`src/rtl/route_sequencer.sv`:
```
// route_sequencer
//
// Executes a stored route of line-following steps. Steps are loaded while
// idle, then replayed on start: each step follows the line until enough
// crossings have been counted, then goes straight on, turns left/right until
// the line is reacquired, or dwells at a station.
//
// Ports
//   clk                     clock, all logic on the rising edge
//   reset                   synchronous, active-high reset
//   load_valid/load_data    route-step write {action[3:2], target[1:0]}
//                           action 0=STRAIGHT 1=LEFT 2=RIGHT 3=STATION
//   load_ready              write accepted when load_valid && load_ready
//   clear_route             empties route storage (IDLE only)
//   start                   begin executing the stored route
//   sensor_l/m/r            line sensors, 0 = line seen
//   crossing_counter        external crossing count since its last reset
//   reset_crossing_counter  one-cycle pulse, external counter to 0
//   reset_station           one-cycle pulse, external counter to 1
//   drive_cmd               0=HALT 1=FOLLOW 2=TURN_L 3=TURN_R 4=STOP
//   step_idx                index of the step being executed
//   busy                    high in every state except IDLE
//   done                    one-cycle pulse on route completion
//   fault                   turn timeout, held until reset
//
// state    | meaning
// ---------+---------------------------------------------------------------
// IDLE     | accepts loads / clear, waits for start
// ARM      | one cycle, zeroes the external crossing counter
// FOLLOW   | follows the line until crossing_counter reaches the target
// TURN     | turns until the line is reacquired (sensors 101) or timeout
// STATION  | stopped at a station for STOP_CYCLES cycles
// FINISH   | one cycle, done pulse, back to IDLE
// FAULT    | turn timed out, halted until reset

module route_sequencer #(
    parameter int DEPTH       = 8,
    parameter int TURN_MIN    = 2_000_000,
    parameter int TURN_MAX    = 20_000_000,
    parameter int STOP_CYCLES = 50_000_000
) (
    input  logic                     clk,
    input  logic                     reset,
    input  logic                     load_valid,
    input  logic [3:0]               load_data,
    output logic                     load_ready,
    input  logic                     clear_route,
    input  logic                     start,
    input  logic                     sensor_l,
    input  logic                     sensor_m,
    input  logic                     sensor_r,
    input  logic [1:0]               crossing_counter,
    output logic                     reset_crossing_counter,
    output logic                     reset_station,
    output logic [2:0]               drive_cmd,
    output logic [$clog2(DEPTH)-1:0] step_idx,
    output logic                     busy,
    output logic                     done,
    output logic                     fault
);

    localparam int IW   = $clog2(DEPTH);
    localparam int CW   = IW + 1;
    localparam int TMAX = (TURN_MAX > STOP_CYCLES) ? TURN_MAX : STOP_CYCLES;
    localparam int TW   = $clog2(TMAX + 1);

    localparam logic [TW-1:0] TURN_MIN_T  = TW'(TURN_MIN);
    // Last cycle of TURN/STATION: the timer counts 0..N-1 while in the state.
    localparam logic [TW-1:0] TURN_LAST_T = TW'(TURN_MAX - 1);
    localparam logic [TW-1:0] STOP_LAST_T = TW'(STOP_CYCLES - 1);

    localparam logic [1:0] ACT_STRAIGHT = 2'd0;
    localparam logic [1:0] ACT_LEFT     = 2'd1;
    localparam logic [1:0] ACT_RIGHT    = 2'd2;
    localparam logic [1:0] ACT_STATION  = 2'd3;

    localparam logic [2:0] CMD_HALT   = 3'd0;
    localparam logic [2:0] CMD_FOLLOW = 3'd1;
    localparam logic [2:0] CMD_TURN_L = 3'd2;
    localparam logic [2:0] CMD_TURN_R = 3'd3;
    localparam logic [2:0] CMD_STOP   = 3'd4;

    typedef enum logic [2:0] {
        ST_IDLE,
        ST_ARM,
        ST_FOLLOW,
        ST_TURN,
        ST_STATION,
        ST_FINISH,
        ST_FAULT
    } state_t;

    state_t         state_q, state_d;
    logic [IW-1:0]  step_idx_q, step_idx_d;
    logic [TW-1:0]  timer_q, timer_d;
    logic [CW-1:0]  count_q;
    logic [IW-1:0]  wr_ptr_q;
    logic [3:0]     route_mem [DEPTH];

    logic [3:0]     cur_step;
    logic [1:0]     action;
    logic [1:0]     eff_target;
    logic [2:0]     sensors;
    logic           last_step;
    logic           advance;
    logic           load_accept;
    logic           clear_accept;

    assign cur_step   = route_mem[step_idx_q];
    assign action     = cur_step[3:2];
    // A target of 0 would dispatch immediately on the freshly cleared
    // counter, so it is treated as "next crossing".
    assign eff_target = (cur_step[1:0] == 2'd0) ? 2'd1 : cur_step[1:0];
    assign sensors    = {sensor_l, sensor_m, sensor_r};
    assign last_step  = ({1'b0, step_idx_q} == (count_q - CW'(1)));

    assign load_ready   = (state_q == ST_IDLE) && (count_q < CW'(DEPTH));
    // start and clear_route both pre-empt a load presented in the same cycle.
    assign clear_accept = (state_q == ST_IDLE) && clear_route && !start;
    assign load_accept  = load_valid && load_ready && !start && !clear_route;

    assign busy     = (state_q != ST_IDLE);
    assign fault    = (state_q == ST_FAULT);
    assign step_idx = step_idx_q;

    always_comb begin
        state_d                = state_q;
        step_idx_d             = step_idx_q;
        timer_d                = timer_q;
        drive_cmd              = CMD_HALT;
        reset_crossing_counter = 1'b0;
        reset_station          = 1'b0;
        done                   = 1'b0;
        advance                = 1'b0;

        case (state_q)
            ST_IDLE: begin
                if (start) begin
                    step_idx_d = '0;
                    state_d    = (count_q == '0) ? ST_FINISH : ST_ARM;
                end
            end

            ST_ARM: begin
                drive_cmd              = CMD_FOLLOW;
                reset_crossing_counter = 1'b1;
                state_d                = ST_FOLLOW;
            end

            ST_FOLLOW: begin
                drive_cmd = CMD_FOLLOW;
                if (crossing_counter >= eff_target) begin
                    case (action)
                        ACT_STRAIGHT: advance = 1'b1;
                        ACT_LEFT, ACT_RIGHT: begin
                            timer_d = '0;
                            state_d = ST_TURN;
                        end
                        default: begin
                            timer_d = '0;
                            state_d = ST_STATION;
                        end
                    endcase
                end
            end

            ST_TURN: begin
                drive_cmd = (action == ACT_LEFT) ? CMD_TURN_L : CMD_TURN_R;
                // Reacquiring the line wins over the timeout in the final cycle.
                if ((timer_q >= TURN_MIN_T) && (sensors == 3'b101)) begin
                    advance = 1'b1;
                end else if (timer_q >= TURN_LAST_T) begin
                    state_d = ST_FAULT;
                end else begin
                    timer_d = timer_q + TW'(1);
                end
            end

            ST_STATION: begin
                drive_cmd = CMD_STOP;
                if (timer_q >= STOP_LAST_T) begin
                    reset_station = 1'b1;
                    advance       = 1'b1;
                end else begin
                    timer_d = timer_q + TW'(1);
                end
            end

            ST_FINISH: begin
                done       = 1'b1;
                step_idx_d = '0;
                state_d    = ST_IDLE;
            end

            ST_FAULT: begin
                state_d = ST_FAULT;
            end

            default: begin
                state_d = ST_IDLE;
            end
        endcase

        if (advance) begin
            if (last_step) begin
                step_idx_d = '0;
                state_d    = ST_FINISH;
            end else begin
                step_idx_d = step_idx_q + IW'(1);
                state_d    = ST_ARM;
            end
        end
    end

    always_ff @(posedge clk) begin
        if (reset) begin
            state_q    <= ST_IDLE;
            step_idx_q <= '0;
            timer_q    <= '0;
            count_q    <= '0;
            wr_ptr_q   <= '0;
        end else begin
            state_q    <= state_d;
            step_idx_q <= step_idx_d;
            timer_q    <= timer_d;
            if (clear_accept) begin
                count_q  <= '0;
                wr_ptr_q <= '0;
            end else if (load_accept) begin
                count_q  <= count_q + CW'(1);
                wr_ptr_q <= wr_ptr_q + IW'(1);
            end
        end
    end

    // Storage is not reset; count alone decides which entries are valid.
    always_ff @(posedge clk) begin
        if (load_accept) begin
            route_mem[wr_ptr_q] <= load_data;
        end
    end

endmodule

```
`config.mk`:
```
export PLATFORM = sky130hd
export DESIGN_NAME = route_sequencer
export DESIGN_NICKNAME = d
export VERILOG_FILES = /design/src/rtl/route_sequencer.sv
export SDC_FILE = /design/constraint.sdc
export NUM_CORES = 1
export LEC_CHECK = 0
export BUFFER_PORTS_ARGS = -buffer_cell sky130_fd_sc_hd__buf_2
export CORE_AREA = 2 2 98 100
export CTS_BUF_LIST = sky130_fd_sc_hd__clkbuf_4 sky130_fd_sc_hd__clkbuf_8
export DETAILED_ROUTE_END_ITERATION = 10
export DIE_AREA = 0 0 100 102
export GPL_ROUTABILITY_DRIVEN = 0
export REMOVE_ABC_BUFFERS = 1
export SYNTH_ARGS = -nofsm -noshare
export SYNTH_HDL_FRONTEND = slang
export SYNTH_SLANG_ARGS = --single-unit
```
`constraint.sdc`:
```
create_clock -name clk -period 4.2 [get_ports clk]
set_input_delay 0.42 -clock clk [delete_from_list [all_inputs] [get_ports clk]]
set_output_delay 0.42 -clock clk [all_outputs]
set_load 0.03 [all_outputs]
```
==> Word-level counts from Yosys, hierarchy flattened <==
Memories as Yosys holds them, arrays and structs flattened. A register that Yosys moved wholly into a read port is not among the register bits.
Index checks and enable logic that the tools add are counted.
{ "word_totals": {"n_memories": 1, "mem_bits_rw": 32, "regBits": 39, "in_bits": 14} }
{ "classes": {"n_reduce_logical": 22, "addsub": 5, "n_eq_ne": 21, "order_cmp": 5, "mux": 34} }
{ "mem_list": {"columns": ["memory", "depth", "word_bits", "rd", "rd_ports_with_merged_regs", "write_ports", "line", "text"], "rows": [
  ["route_mem", 8, 4, 1, 1, 1, "98", "logic [3:0] route_mem [DEPTH];"]
]} }
{ "op_table": {"columns": ["op", "count"], "rows": [
  ["26-bit two-way mux", 5],
  ["26-bit one-hot mux with 3 select lines", 1],
  ["3-bit two-way mux", 12],
  ["26-bit by 1-bit adder with 26-bit output (second input constant)", 1],
  ["26-bit by 21-bit greater-or-equal comparator with 1-bit output (second input constant)", 1],
  ["26-bit by 25-bit greater-or-equal comparator with 1-bit output (second input constant)", 1],
  ["26-bit greater-or-equal comparator (second input constant)", 1],
  ["3-bit one-hot mux with 6 select lines", 1],
  ["3-bit != test (second input constant)", 5],
  ["3-bit equality test (second input constant)", 4],
  ["2-bit != test (second input constant)", 6],
  ["3-bit one-hot mux with 2 select lines", 2],
  ["6-bit AND reduction", 2],
  ["1-bit two-way mux", 10],
  ["3-bit one-hot mux with 3 select lines", 1],
  ["3-bit nonzero test", 3],
  ["1-bit logical AND", 7],
  ["3-bit by 1-bit adder with 3-bit output (second input constant)", 2],
  ["3-bit by 2-bit equality test with 1-bit output (second input constant)", 2],
  ["2-bit OR reduction", 3],
  ["4-bit by 1-bit adder with 4-bit output (second input constant)", 1],
  ["3-bit by 4-bit equality test with 1-bit output", 1],
  ["2-bit logical NOT", 2],
  ["4-bit logical NOT", 1],
  ["11 further kinds", 12]
]} }

==> Logic depth before layout (Yosys ltp) <==
{ "depth": {"ltp_word": 9, "ltp_mapped": 13} }

==> Worst setup path after synthesis <==
No wires, ideal clock.
{ "synth_path": {"path_kind": "register to register", "from": "register with a tool-made name", "to": "register timer_q[7]", "t_arrival_ps": 3611, "path_slack_ps": 519, "setup_time_ps": 70, "synth_period_minus_slack_ps": 3681, "n_path_buf": 2, "stages_incl_launch_ff": 13, "required_time_ps": 4130, "path_cell_list": "dfxtp_1 -> clkbuf_1 -> mux4_2 -> nor2b_1 -> a211o_1 -> ha_1 -> nand2b_1 -> a211oi_1 -> or3_1 -> a311o_1 -> buf_6 -> or4_1 -> a21oi_1"} }
{ "synth_lines": {"columns": ["element", "line", "text"], "rows": [
  ["end signal, assigned", "225", "timer_q <= timer_d;"],
  ["end, declared", "95", "logic [TW-1:0] timer_q, timer_d;"]
]} }

==> flow_summary.ini <==
[floorplanning]
pin_count = 26
die_w_um = 100
initial_core_util_pct = 44.53
core-area_um2 = 9109
die_area_um2 = 10200
fp-row-count = 35
die_h_um = 102

[sta]
whs_ps = 330.2
worst_slew_pin_slew_ps = 1015
setup_tns_ps = 0
relSlewSlack_pct = 31.74
clock_skew_ps = 12.68
final_max_slew_viol_count = 0
fmax_mhz = 281.0
worst_slack_ps = 641.1
hold_viol = 0
rsz0062_at_grt = false
final.period_utilization_pct = 84.74
finalSetupViolations = 0
final.min_clock_period_ps = 3559

[run_status]
status = complete, no violations

[detailed_routing]
vias_per_cell = 6.049
drc = 0
vias = 3321
routedWlPerCell_um = 16.89
first_pass_iters = 4
ant_nets = 0
wirelength_mm = 9.275
drt_iter0_markers = 137

[yosys]
synth_enable_flop_cells = 32
yosysMostFrequentCell = dfxtp_1
syn_area_per_cell_um2 = 9.635
synthCells = 421
async_flop_share_pct = 0
syn_area_um2 = 4056
yosysWarningCount = 0
ys_top_cells_by_count = 42 x dfxtp_1, 34 x nand2_1, 32 x edfxtp_1
yosys-top-cells-area = edfxtp_1 24%, dfxtp_1 21%, mux4_2 4.4%
yosysUniqueCellTypes = 59
synth_top_area_share_pct = 23.69
synth_ff_type = dfxtp_1
synth_top_area_cell = edfxtp_1
seq_area_frac_synth_pct = 44.42
ys_ff_latch = 74

[layout]
drive_gt1_share_pct = 14.38
fill_cells = 858
nNetsFinal = 457
syn_to_final_growth_pct = 9.377
final_util_pct = 48.71
diodes = 0
stdcell_count = 549
final_cell_area_um2 = 4437

[setup_path]
cp-end-kind = register
arrival_ps = 3840
r2r_slack_ps = 640
startpoint_type = register
crit_path_max_fanout = 41
path_class = register to register
crit_required_ps = 4480

[power_and_ir_drop]
finalPower_mw = 1.856
cellLeakagePower_nw = 1.542
ir_drop_v = 0.0002297
power_density_nw_per_um2 = 418.3

[grt]
grt_max_degree = 42
grt_pass1_vias = 3074
antenna_found_initial = 0
grt_overflow = 0
grt.total_usage_pct = 19.49
grt_first_pass_wirelength_mm = 15.70

[cts]
cts_max_level = 3
cts-root-buf = clkbuf_8
cts_tree = done
cts_setup_buffers = 0
cts_hold_buf = 0
clkSinkCount = 74
clkTransAtPathRegs_ps = 90
cts.path.max_buffers = 2
clock_latency_ps = 360
numCtsBuffers = 9
cts.repair.resized = 0

[placement]
place_ws_ps = 644.1
place_hpwl_mm = 6.574
dpl-instance-area_um2 = 4229
place_inst = 533
portBuffers = 25

[min_path]
hp-class = input pin to register

[run]
maxCapViolCount = 0
-- cell families after synthesis --
family / synth area share [%]
AO/OA/AOI/OAI: 16.23
XOR/XNOR: 1.511
adder cells (fa/ha/maj): 3.085
buffers and inverters: 4.843
flip-flops: 44.42
multiplexers: 6.169
AND/OR/NAND/NOR: 23.75
-- layout make-up --
class / instances / area, um2 / share of cell area [%]
clock buffer: 9 / 123.9 / 2.792
clock inverter: 7 / 83.83 / 1.889
sequential: 74 / 1802 / 40.61
inverter: 16 / 60.06 / 1.354
multi-input combinational: 301 / 2058 / 46.39
tap: 111 / 138.9 / 3.130
timing repair buffer: 31 / 170.2 / 3.835
-- sequential cells by signal (all words and copies together), names as in the netlist, named ones only --
| register | cells |
|---|---|
| step_idx | 3 |
| wr_ptr_q | 3 |
| timer_q | 26 |
| state_q | 3 |
| count_q | 4 |
| route_mem | 32 |
-- critical path: stages, from the launching register on --
cell      delay, ps
dfxtp_1         410
buf_4           210
mux4_2          510
mux2i_1         230
a211o_1         140
ha_1            110
nand2b_1        130
a211oi_1        110
or3_1           380
a311o_1         350
buf_4           240
or4_1           510
a21oi_1         150
-- worst paths after layout --
check,startpoint,to,cells after the start
hold / removal,load_data[0],route_mem[4][0],1
setup reg to reg,register,timer_q[6],12
setup / recovery,register,timer_q[6],12
hold reg to reg,timer_q[5],timer_q[5],2
-- metal layers --
layer  routed length, um  vias up  part of all wire, %  global-route usage (%)
met5                   0        -                    0                       0
met4                 122        0                  1.3                   6.955
met3                 347       14                  3.7                   4.036
met2                4005       64                   43                   28.17
met1                4799     1602                   52                   28.96
li1                    -     1641                    -                       -
-- layout by cell type, fill, tap and decap left out, types with 3 or more instances in the layout --
cell type,synthesis,layout
dfxtp_1,42,42
nand2_1,34,34
edfxtp_1,32,32
a21oi_1,26,26
buf_2,7,25
nor2_1,23,23
nand3_1,22,22
or4_1,18,18
inv_1,16,16
nor3_1,16,16
nand4_1,15,15
o211ai_1,14,14
o21ai_0,11,11
o31ai_1,10,10
ha_1,10,10
clkbuf_8,0,9
or3_1,8,8
mux4_2,8,8
mux2i_1,7,7
and3_1,6,6
nor4_1,6,6
buf_4,0,6
a21o_1,5,5
nor2b_1,4,4
nand2b_1,4,4
and2_1,4,4
a31oi_1,4,4
xor2_1,4,4
inv_6,0,4
xnor2_1,3,3
a41oi_1,3,3
-- power breakdown --
part	internal [mW]	leakage, nW	switching [mW]
Clock	0.287	0.103	0.304
Combinational	0.149	0.812	0.296
Sequential	0.772	0.627	0.0479
Total	1.21	1.54	0.648
Power figures use the tool's default switching activity.
